===== config.mk =====
export PLATFORM = sky130hd
export DESIGN_NAME = vmem_access_unit_flat
export DESIGN_NICKNAME = d
export VERILOG_FILES = /design/src/rtl/vmem_pkg.sv /design/src/rtl/vmem_access_unit_if.sv /design/src/rtl/vlane_buf.sv /design/src/rtl/vmem_access_unit.sv /design/src/flat_wrapper.sv
export SDC_FILE = /design/constraint.sdc
export NUM_CORES = 1
export LEC_CHECK = 0
export CORE_AREA = 2 2 156 158
export CTS_CLUSTER_DIAMETER = 30
export CTS_CLUSTER_SIZE = 28
export DETAILED_ROUTE_END_ITERATION = 8
export DIE_AREA = 0 0 158 160
export DONT_BUFFER_PORTS = 1
export PLACE_DENSITY_LB_ADDON = 0.25
export SETUP_SLACK_MARGIN = 0.1
export SYNTH_ARGS = -nofsm -noshare
export SYNTH_HDL_FRONTEND = slang
export SYNTH_HIERARCHICAL = 1
export SYNTH_SLANG_ARGS = --single-unit

===== constraint.sdc =====
create_clock -name clk -period 4.7 [get_ports clk]
set_clock_uncertainty 0.2 [all_clocks]
set_input_delay 0.94 -clock clk [delete_from_list [all_inputs] [get_ports clk]]
set_output_delay 0.94 -clock clk [all_outputs]
set_load 0.005 [all_outputs]

===== src/rtl/vmem_pkg.sv =====
// vmem_pkg: shared types and constants for the vector memory access unit
package vmem_pkg;
  localparam int WORD_W = 32;
  typedef enum logic [1:0] {IDLE, VXFER, DRAIN} vmem_state_t;
endpackage


===== src/rtl/vmem_access_unit_if.sv =====
// vmem_access_unit_if: M-stage memory controls plus single-port data RAM bus
interface vmem_access_unit_if #(parameter int LANES = 4, parameter int AW = 10);
  logic memwriteM;
  logic memtoregM;
  logic memsrcM;
  logic memdataM;
  logic [31:0] addrM;
  logic [31:0] wdata_sM;
  logic [LANES*32-1:0] wdata_vM;
  logic [AW-1:0] mem_addr;
  logic mem_we;
  logic [31:0] mem_wdata;
  logic [31:0] mem_rdata;
  logic [LANES*32-1:0] rdata_v;
  logic memstallM;
  modport slave (
    input memwriteM, memtoregM, memsrcM, memdataM, addrM, wdata_sM, wdata_vM, mem_rdata,
    output mem_addr, mem_we, mem_wdata, rdata_v, memstallM
  );
  modport master (
    output memwriteM, memtoregM, memsrcM, memdataM, addrM, wdata_sM, wdata_vM, mem_rdata,
    input mem_addr, mem_we, mem_wdata, rdata_v, memstallM
  );
endinterface


===== src/rtl/vlane_buf.sv =====
// vlane_buf: LANES x 32-bit lane register with indexed write
module vlane_buf
  import vmem_pkg::*;
#(
  parameter int LANES = 4,
  localparam int IW = $clog2(LANES)
) (
  input  logic                    clk,
  input  logic                    reset,
  input  logic                    we,
  input  logic [IW-1:0]           idx,
  input  logic [WORD_W-1:0]       d,
  output logic [LANES*WORD_W-1:0] q
);
  always_ff @(posedge clk)
    if (reset) q <= '0;
    else if (we) q[idx*WORD_W +: WORD_W] <= d;
endmodule


===== src/rtl/vmem_access_unit.sv =====
// vmem_access_unit: sequences scalar and multi-lane vector loads/stores onto a 1-cycle-latency RAM
module vmem_access_unit
  import vmem_pkg::*;
#(
  parameter int LANES = 4,
  parameter int AW = 10
) (
  input logic clk,
  input logic reset,
  vmem_access_unit_if.slave bus
);
  localparam int BW = $clog2(LANES);
  localparam logic [BW-1:0] LAST = BW'(LANES - 1);
  vmem_state_t state, nextState;
  logic [BW-1:0] beat, nextBeat, k, capIdx;
  logic vStore, nextVStore, capWe, we, stall, req;
  logic unusedAddr;
  assign unusedAddr = ^{bus.addrM[31:AW+2], bus.addrM[1:0]};
  always_comb begin
    req = bus.memwriteM | bus.memtoregM;
    k = state == IDLE ? '0 : beat;
    capIdx = state == DRAIN ? LAST : beat - 1'b1;
    nextState = state;
    nextBeat = beat;
    nextVStore = vStore;
    capWe = 1'b0;
    we = 1'b0;
    stall = 1'b0;
    unique case (state)
      IDLE: begin
        we = bus.memwriteM;
        if (req && bus.memsrcM) begin
          stall = 1'b1;
          nextState = VXFER;
          nextBeat = BW'(1);
          nextVStore = bus.memwriteM;
        end
      end
      VXFER: begin
        we = vStore;
        capWe = ~vStore;
        stall = ~vStore | (beat != LAST);
        nextState = beat != LAST ? VXFER : vStore ? IDLE : DRAIN;
        nextBeat = beat != LAST ? beat + 1'b1 : vStore ? '0 : beat;
      end
      DRAIN: begin
        capWe = 1'b1;
        nextState = IDLE;
        nextBeat = '0;
      end
      default: nextState = IDLE;
    endcase
  end
  always_ff @(posedge clk)
    if (reset) begin
      state <= IDLE;
      beat <= '0;
      vStore <= 1'b0;
    end else begin
      state <= nextState;
      beat <= nextBeat;
      vStore <= nextVStore;
    end
  // reset gates the bus immediately so an abandoned transfer issues no further writes
  assign bus.mem_we = we & ~reset;
  assign bus.memstallM = stall & ~reset;
  assign bus.mem_addr = reset ? '0 : bus.addrM[AW+1:2] + AW'(k);
  assign bus.mem_wdata = reset ? '0 : bus.memdataM ? bus.wdata_vM[k*WORD_W +: WORD_W] : bus.wdata_sM;
  vlane_buf #(.LANES(LANES)) u_buf (
    .clk(clk),
    .reset(reset),
    .we(capWe),
    .idx(capIdx),
    .d(bus.mem_rdata),
    .q(bus.rdata_v)
  );
endmodule


===== src/flat_wrapper.sv =====
// flat-port wrapper written by rule: the top's interface ports become plain ports
module vmem_access_unit_flat import vmem_pkg::*;
#(
  parameter int LANES = 4,
  parameter int AW = 10
)
  (clk, reset, bus_memwriteM, bus_memtoregM, bus_memsrcM, bus_memdataM, bus_addrM, bus_wdata_sM, bus_wdata_vM, bus_mem_rdata, bus_mem_addr, bus_mem_we, bus_mem_wdata, bus_rdata_v, bus_memstallM);
  vmem_access_unit_if #(.LANES(LANES), .AW(AW)) bus_i ();
  input logic clk;
  input logic reset;
  input wire logic [$bits(bus_i.memwriteM)-1:0] bus_memwriteM;
  input wire logic [$bits(bus_i.memtoregM)-1:0] bus_memtoregM;
  input wire logic [$bits(bus_i.memsrcM)-1:0] bus_memsrcM;
  input wire logic [$bits(bus_i.memdataM)-1:0] bus_memdataM;
  input wire logic [$bits(bus_i.addrM)-1:0] bus_addrM;
  input wire logic [$bits(bus_i.wdata_sM)-1:0] bus_wdata_sM;
  input wire logic [$bits(bus_i.wdata_vM)-1:0] bus_wdata_vM;
  input wire logic [$bits(bus_i.mem_rdata)-1:0] bus_mem_rdata;
  output wire logic [$bits(bus_i.mem_addr)-1:0] bus_mem_addr;
  output wire logic [$bits(bus_i.mem_we)-1:0] bus_mem_we;
  output wire logic [$bits(bus_i.mem_wdata)-1:0] bus_mem_wdata;
  output wire logic [$bits(bus_i.rdata_v)-1:0] bus_rdata_v;
  output wire logic [$bits(bus_i.memstallM)-1:0] bus_memstallM;
  assign bus_i.memwriteM = bus_memwriteM;
  assign bus_i.memtoregM = bus_memtoregM;
  assign bus_i.memsrcM = bus_memsrcM;
  assign bus_i.memdataM = bus_memdataM;
  assign bus_i.addrM = bus_addrM;
  assign bus_i.wdata_sM = bus_wdata_sM;
  assign bus_i.wdata_vM = bus_wdata_vM;
  assign bus_i.mem_rdata = bus_mem_rdata;
  assign bus_mem_addr = bus_i.mem_addr;
  assign bus_mem_we = bus_i.mem_we;
  assign bus_mem_wdata = bus_i.mem_wdata;
  assign bus_rdata_v = bus_i.rdata_v;
  assign bus_memstallM = bus_i.memstallM;
  vmem_access_unit #(.LANES(LANES), .AW(AW)) u_core (.clk(clk), .reset(reset), .bus(bus_i));
endmodule

After elaboration in Yosys (flattened, before gate mapping)

Index checks and enable logic that the tools add are counted.

Logic and storage cells: 44
Bits in registers: 133

Shift-type cells: 3
Add/sub/neg operators: 4
Bitwise operators: 6
Equality and inequality tests: 5
Reductions and logical operators: 5
Muxes and demuxes: 17

Operators by type and width:

| operator                  | number |
|---|---|
| $bwmux 128                | 1 |
| $shift 32x34->128 const A | 1 |
| $shiftx 128x8->32         | 1 |
| $shiftx 32x34->128        | 1 |
| $mux 32                   | 2 |
| $neg 7->34                | 1 |
| $mux 2                    | 7 |
| $add 10x2->10             | 1 |
| $mux 10                   | 1 |
| $pmux 1 s2                | 3 |
| $pmux 2 s3                | 1 |
| $ne 2x2->1 const B        | 2 |
| $pmux 2 s2                | 1 |
| $ne 3x1->1 const B        | 1 |
| $reduce_and 3->1          | 1 |
| $reduce_bool 3->1         | 1 |
| $add 2x1->2 const B       | 1 |
| $and 1x1->1               | 2 |
| $eq 2x1->1 const B        | 1 |
| $eq 2x2->1 const B        | 1 |
| $logic_not 2->1           | 1 |
| $not 1->1                 | 2 |
| $or 1x1->1                | 2 |
| $reduce_and 2->1          | 1 |
| 3 further kinds           | 3 |

Logic depth before layout (Yosys ltp)

Depth in word-level cells: 5
Mapped depth: 12
Gate-level depth less buffers: 9

Hierarchy

Netlist, hierarchy kept.

Modules (own cells, without submodules):

| module           | sequential area each (um^2) | cells an instance | area each (um^2) | instances |
|---|---|---|---|---|
| vlane_buf        | 2562.5                      | 421               | 4860.9           | 1 |
| vmem_access_unit | 100.1                       | 275               | 1970.6           | 1 |

Worst setup path after synthesis

OpenSTA, ideal clock, no wires.

Path type: register to output
From: register u_core.state[0]
To: output port bus_mem_addr[8]
Path slack: 1.292 ns
Data arrival time: 2.268 ns
Stages on the path, launching flop included: 12
Required time: 3.560 ns
Path through: dfxtp_1 inv_1 ha_1 buf_4 buf_2 nor2b_1 ha_1 inv_1 fa_1 nand4b_1 or3_1 a21oi_1

Word-level cells in the longest chain between the ends: 4

RTL lines:

| item                     | RTL line               | source |
|---|---|---|
| start: declaration       | vmem_access_unit.sv:14 | `vmem_state_t state, nextState;` |
| start signal: assignment | vmem_access_unit.sv:60 | `state <= nextState;` |
| $logic_not 2->1          | vmem_access_unit.sv:21 | `k = state == IDLE ? '0 : beat;` |
| $mux 2                   | vmem_access_unit.sv:21 |  |
| $add 10x2->10            | vmem_access_unit.sv:67 | `assign bus.mem_addr = reset ? '0 : bus.addrM[AW+1:2] + AW'(k);` |
| $mux 10                  | vmem_access_unit.sv:67 |  |
| end: declaration         | flat_wrapper.sv:19     | `output wire logic [$bits(bus_i.mem_addr)-1:0] bus_mem_addr;` |

No other way between the ends.

Final worst setup path

From: register u_core.state[0]
To: output port bus_mem_addr[9]

Same word-level chain as after synthesis.

==> flow_summary.json <==
{
  "nets": 893,
  "setup-tns-final_ns": 0,
  "critPathTopFamily": "simple AND/OR/NAND/NOR gates",
  "synth_area_um2": 6830,
  "critPathCaptureType": "output port",
  "grt_use_met2_pct": 28.7,
  "drt_first_pass_iters": 7,
  "swShare_pct": 30.3,
  "start_kind": "register",
  "drc": 0,
  "ir_drop_mv": 0.220,
  "fmax_mhz": 249,
  "grt_first_pass_wirelength_mm": 34.8,
  "cts_buffers": 17,
  "grtUsageMet3_pct": 7.68,
  "track_usage_pct": 18.0,
  "area_growth_pct": 10.3,
  "wl_per_cell_um": 24.4,
  "pwr-share-comb_pct": 16.5,
  "final_cell_mix": "dfxtp_1 (132), a32o_1 (67), nand2_1 (66)",
  "finalHoldViolations": 0,
  "holdBufCountCts": 0,
  "synthFlopType": "dfxtp_1",
  "tightestPinTransition_ns": 1.29,
  "ctsLongestPathBuffers": 2,
  "yosysWarnings": 6,
  "postCtsSetupRepairBufs": 0,
  "gp_congestion": 0.932,
  "slowest_stage": "or4_1",
  "core_um2": 23800,
  "final_layout_size_suffix_gt1_share_pct": 18.7,
  "status": "finished, final reports clean",
  "viasPerCell": 6.02,
  "p_int_mw": 2.05,
  "fin_crit_sh_pct": 85.4,
  "crit_fanout": 34,
  "drt-total-wl_mm": 24.1,
  "crit_chain": "inv_1 > ha_1 > nand2b_1 > buf_4 > inv_1 > ha_1 > a21oi_1 > or4_1 > a21oi_1",
  "root_buffer": "clkbuf_16",
  "drt-initial-drc-count": 522,
  "drtAntennaViolNets": 0,
  "p_switching_uw": 890,
  "row_count": 57,
  "dieArea_um2": 25300,
  "drv_slew": 0,
  "start_util_pct": 28.7,
  "via_count": 5943,
  "ys_ff_latch": 133,
  "cp.buffers_inverters": 3,
  "synth.avg_cell_area_um2": 9.82,
  "max_slew_margin_pct": 14.0,
  "rsz0062_at_grt": "no",
  "p_seq_share_pct": 39.2,
  "busiest_layer": "met2",
  "grt_overflow": 0,
  "die_w_um": 158,
  "chipHeight_um": 160,
  "final_common_cell": "dfxtp_1",
  "crit_required_ns": 3.56,
  "io_buffers": 0,
  "setup_viol": 0,
  "cpPeakStageDelay_ns": 0.53,
  "cts_tree": "built",
  "arrival_ns": 2.87,
  "dpl.hpwl_mm": 17.5,
  "synth_nets": 939,
  "utilization_pct": 31.6,
  "syn_inst": 696,
  "crit_type": "register to output port",
  "io_pins": 402,
  "p_leak_nw": 2.30,
  "antenna_found_initial": 2,
  "clock_sinks": 133,
  "grt_max_degree": 68,
  "async_reset_ff_share_pct": 0,
  "clockPowerShare_pct": 44.3,
  "synth-edff-count": 0,
  "period_minus_slack_ns": 4.01,
  "maxCapViolations": 0,
  "cts-resized-gates": 0,
  "powerDensity_nw_per_um2": 390,
  "clock_latency_ns": 0.42,
  "synth_cell_types": 50,
  "min_path_type": "register to register",
  "first_global_vias": 5627,
  "ys_seq_area_share_pct": 39.0,
  "clkTransAtPathRegs_ns": 0.06,
  "htreeDepth": 4,
  "grt_util_met1_pct": 21.5
}
[synth_stat cells (all sizes together), types with 2 or more instances]
cell,number,area [um^2]
dfxtp,133,2660
a32o,67,671
nand2,66,248
o32ai,64,778
buf,48,337
inv,41,154
nor2,41,154
mux2,33,372
o31ai,33,248
clkbuf,31,116
nand4,30,188
o2bb2ai,30,269
a21oi,12,60.1
ha,12,150
nand2b,9,56.3
nor2b,5,31.3
nand3,4,25.0
o21ai,4,20.0
or3,3,20.0
and3b,2,17.5
mux2i,2,20.0
nand3b,2,15.0
nand4b,2,17.5
nor3b,2,20.0
nor4bb,2,20.0
or3b,2,17.5
or4,2,15.0
xor2,2,17.5
[power groups by stage]
stage / clock (mW) / combinational (mW) / sequential (mW)
4_1_cts: 1.33 / 0.476 / 1.15
3_5_place_dp: 0 / 0.475 / 1.18
6_report: 1.30 / 0.485 / 1.15
2_1_floorplan: 0 / 0.381 / 1.17
5_1_grt: 1.38 / 0.518 / 1.15
3_3_place_gp: 0 / 0.456 / 1.17
[per-layer routing]
layer  wire length [um]  vias up
met5                 14        -
met4                657        2
met3               2880       49
met2              11100      366
met1               9470     2933
li1                   -     2593
[cell families (layout without fill, tap and decap cells)]
logic type | Yosys count | in the layout | share of synthesized area (%)
DFF | 133 | 133 | 39.0
AOI/OAI and AO/OA | 220 | 220 | 31.2
and+or+nand+nor | 173 | 173 | 12.5
buffers and inverters | 120 | 87 | 8.88
other | 0 | 1 | 0
xor gates and xnor gates | 2 | 2 | 0.256
adders and majority gates | 13 | 13 | 2.49
muxes | 35 | 35 | 5.73
[flip-flops by register name, summed over array words and instances (netlist names)]
| register | count |
|---|---|
| u_core/beat | 2 |
| u_core/state | 2 |
| u_core/u_buf/q | 128 |
| u_core/vStore | 1 |
[per-stage QoR]
step	power, mW	hold slack [ns]	cell area [um^2]	cells	setup slack [ns]
after global placement	1.63	0.279	6950	955	1.22
after global routing	3.05	0.309	7540	988	0.488
after detailed placement	1.65	0.282	6950	955	1.17
final	2.94	0.289	7540	988	0.687
after floorplan	1.55	0.248	6830	696	1.29
after CTS	2.96	0.295	7530	987	0.684
[final timing paths]
check                            from                   to  cells past startpoint  slack, ns
setup / recovery      u_core/state[0]      bus_mem_addr[9]                      9       0.69
hold / removal    u_core/u_buf/q[126]  u_core/u_buf/q[126]                      1       0.29
setup reg to reg      u_core/state[0]   u_core/u_buf/q[31]                      8       1.16
hold reg to reg   u_core/u_buf/q[126]  u_core/u_buf/q[126]                      1       0.29
[cell type report]
type	instances	area, um^2
Clock buffer	18	439
Fill cell	2447	16300
Sequential cell	133	2660
Antenna cell	1	2.50
Tap cell	324	405
Clock inverter	14	140
Inverter	41	154
Multi-Input combinational cell	443	3630
Timing Repair Buffer	14	105
(Power assumes the default switching activity.)
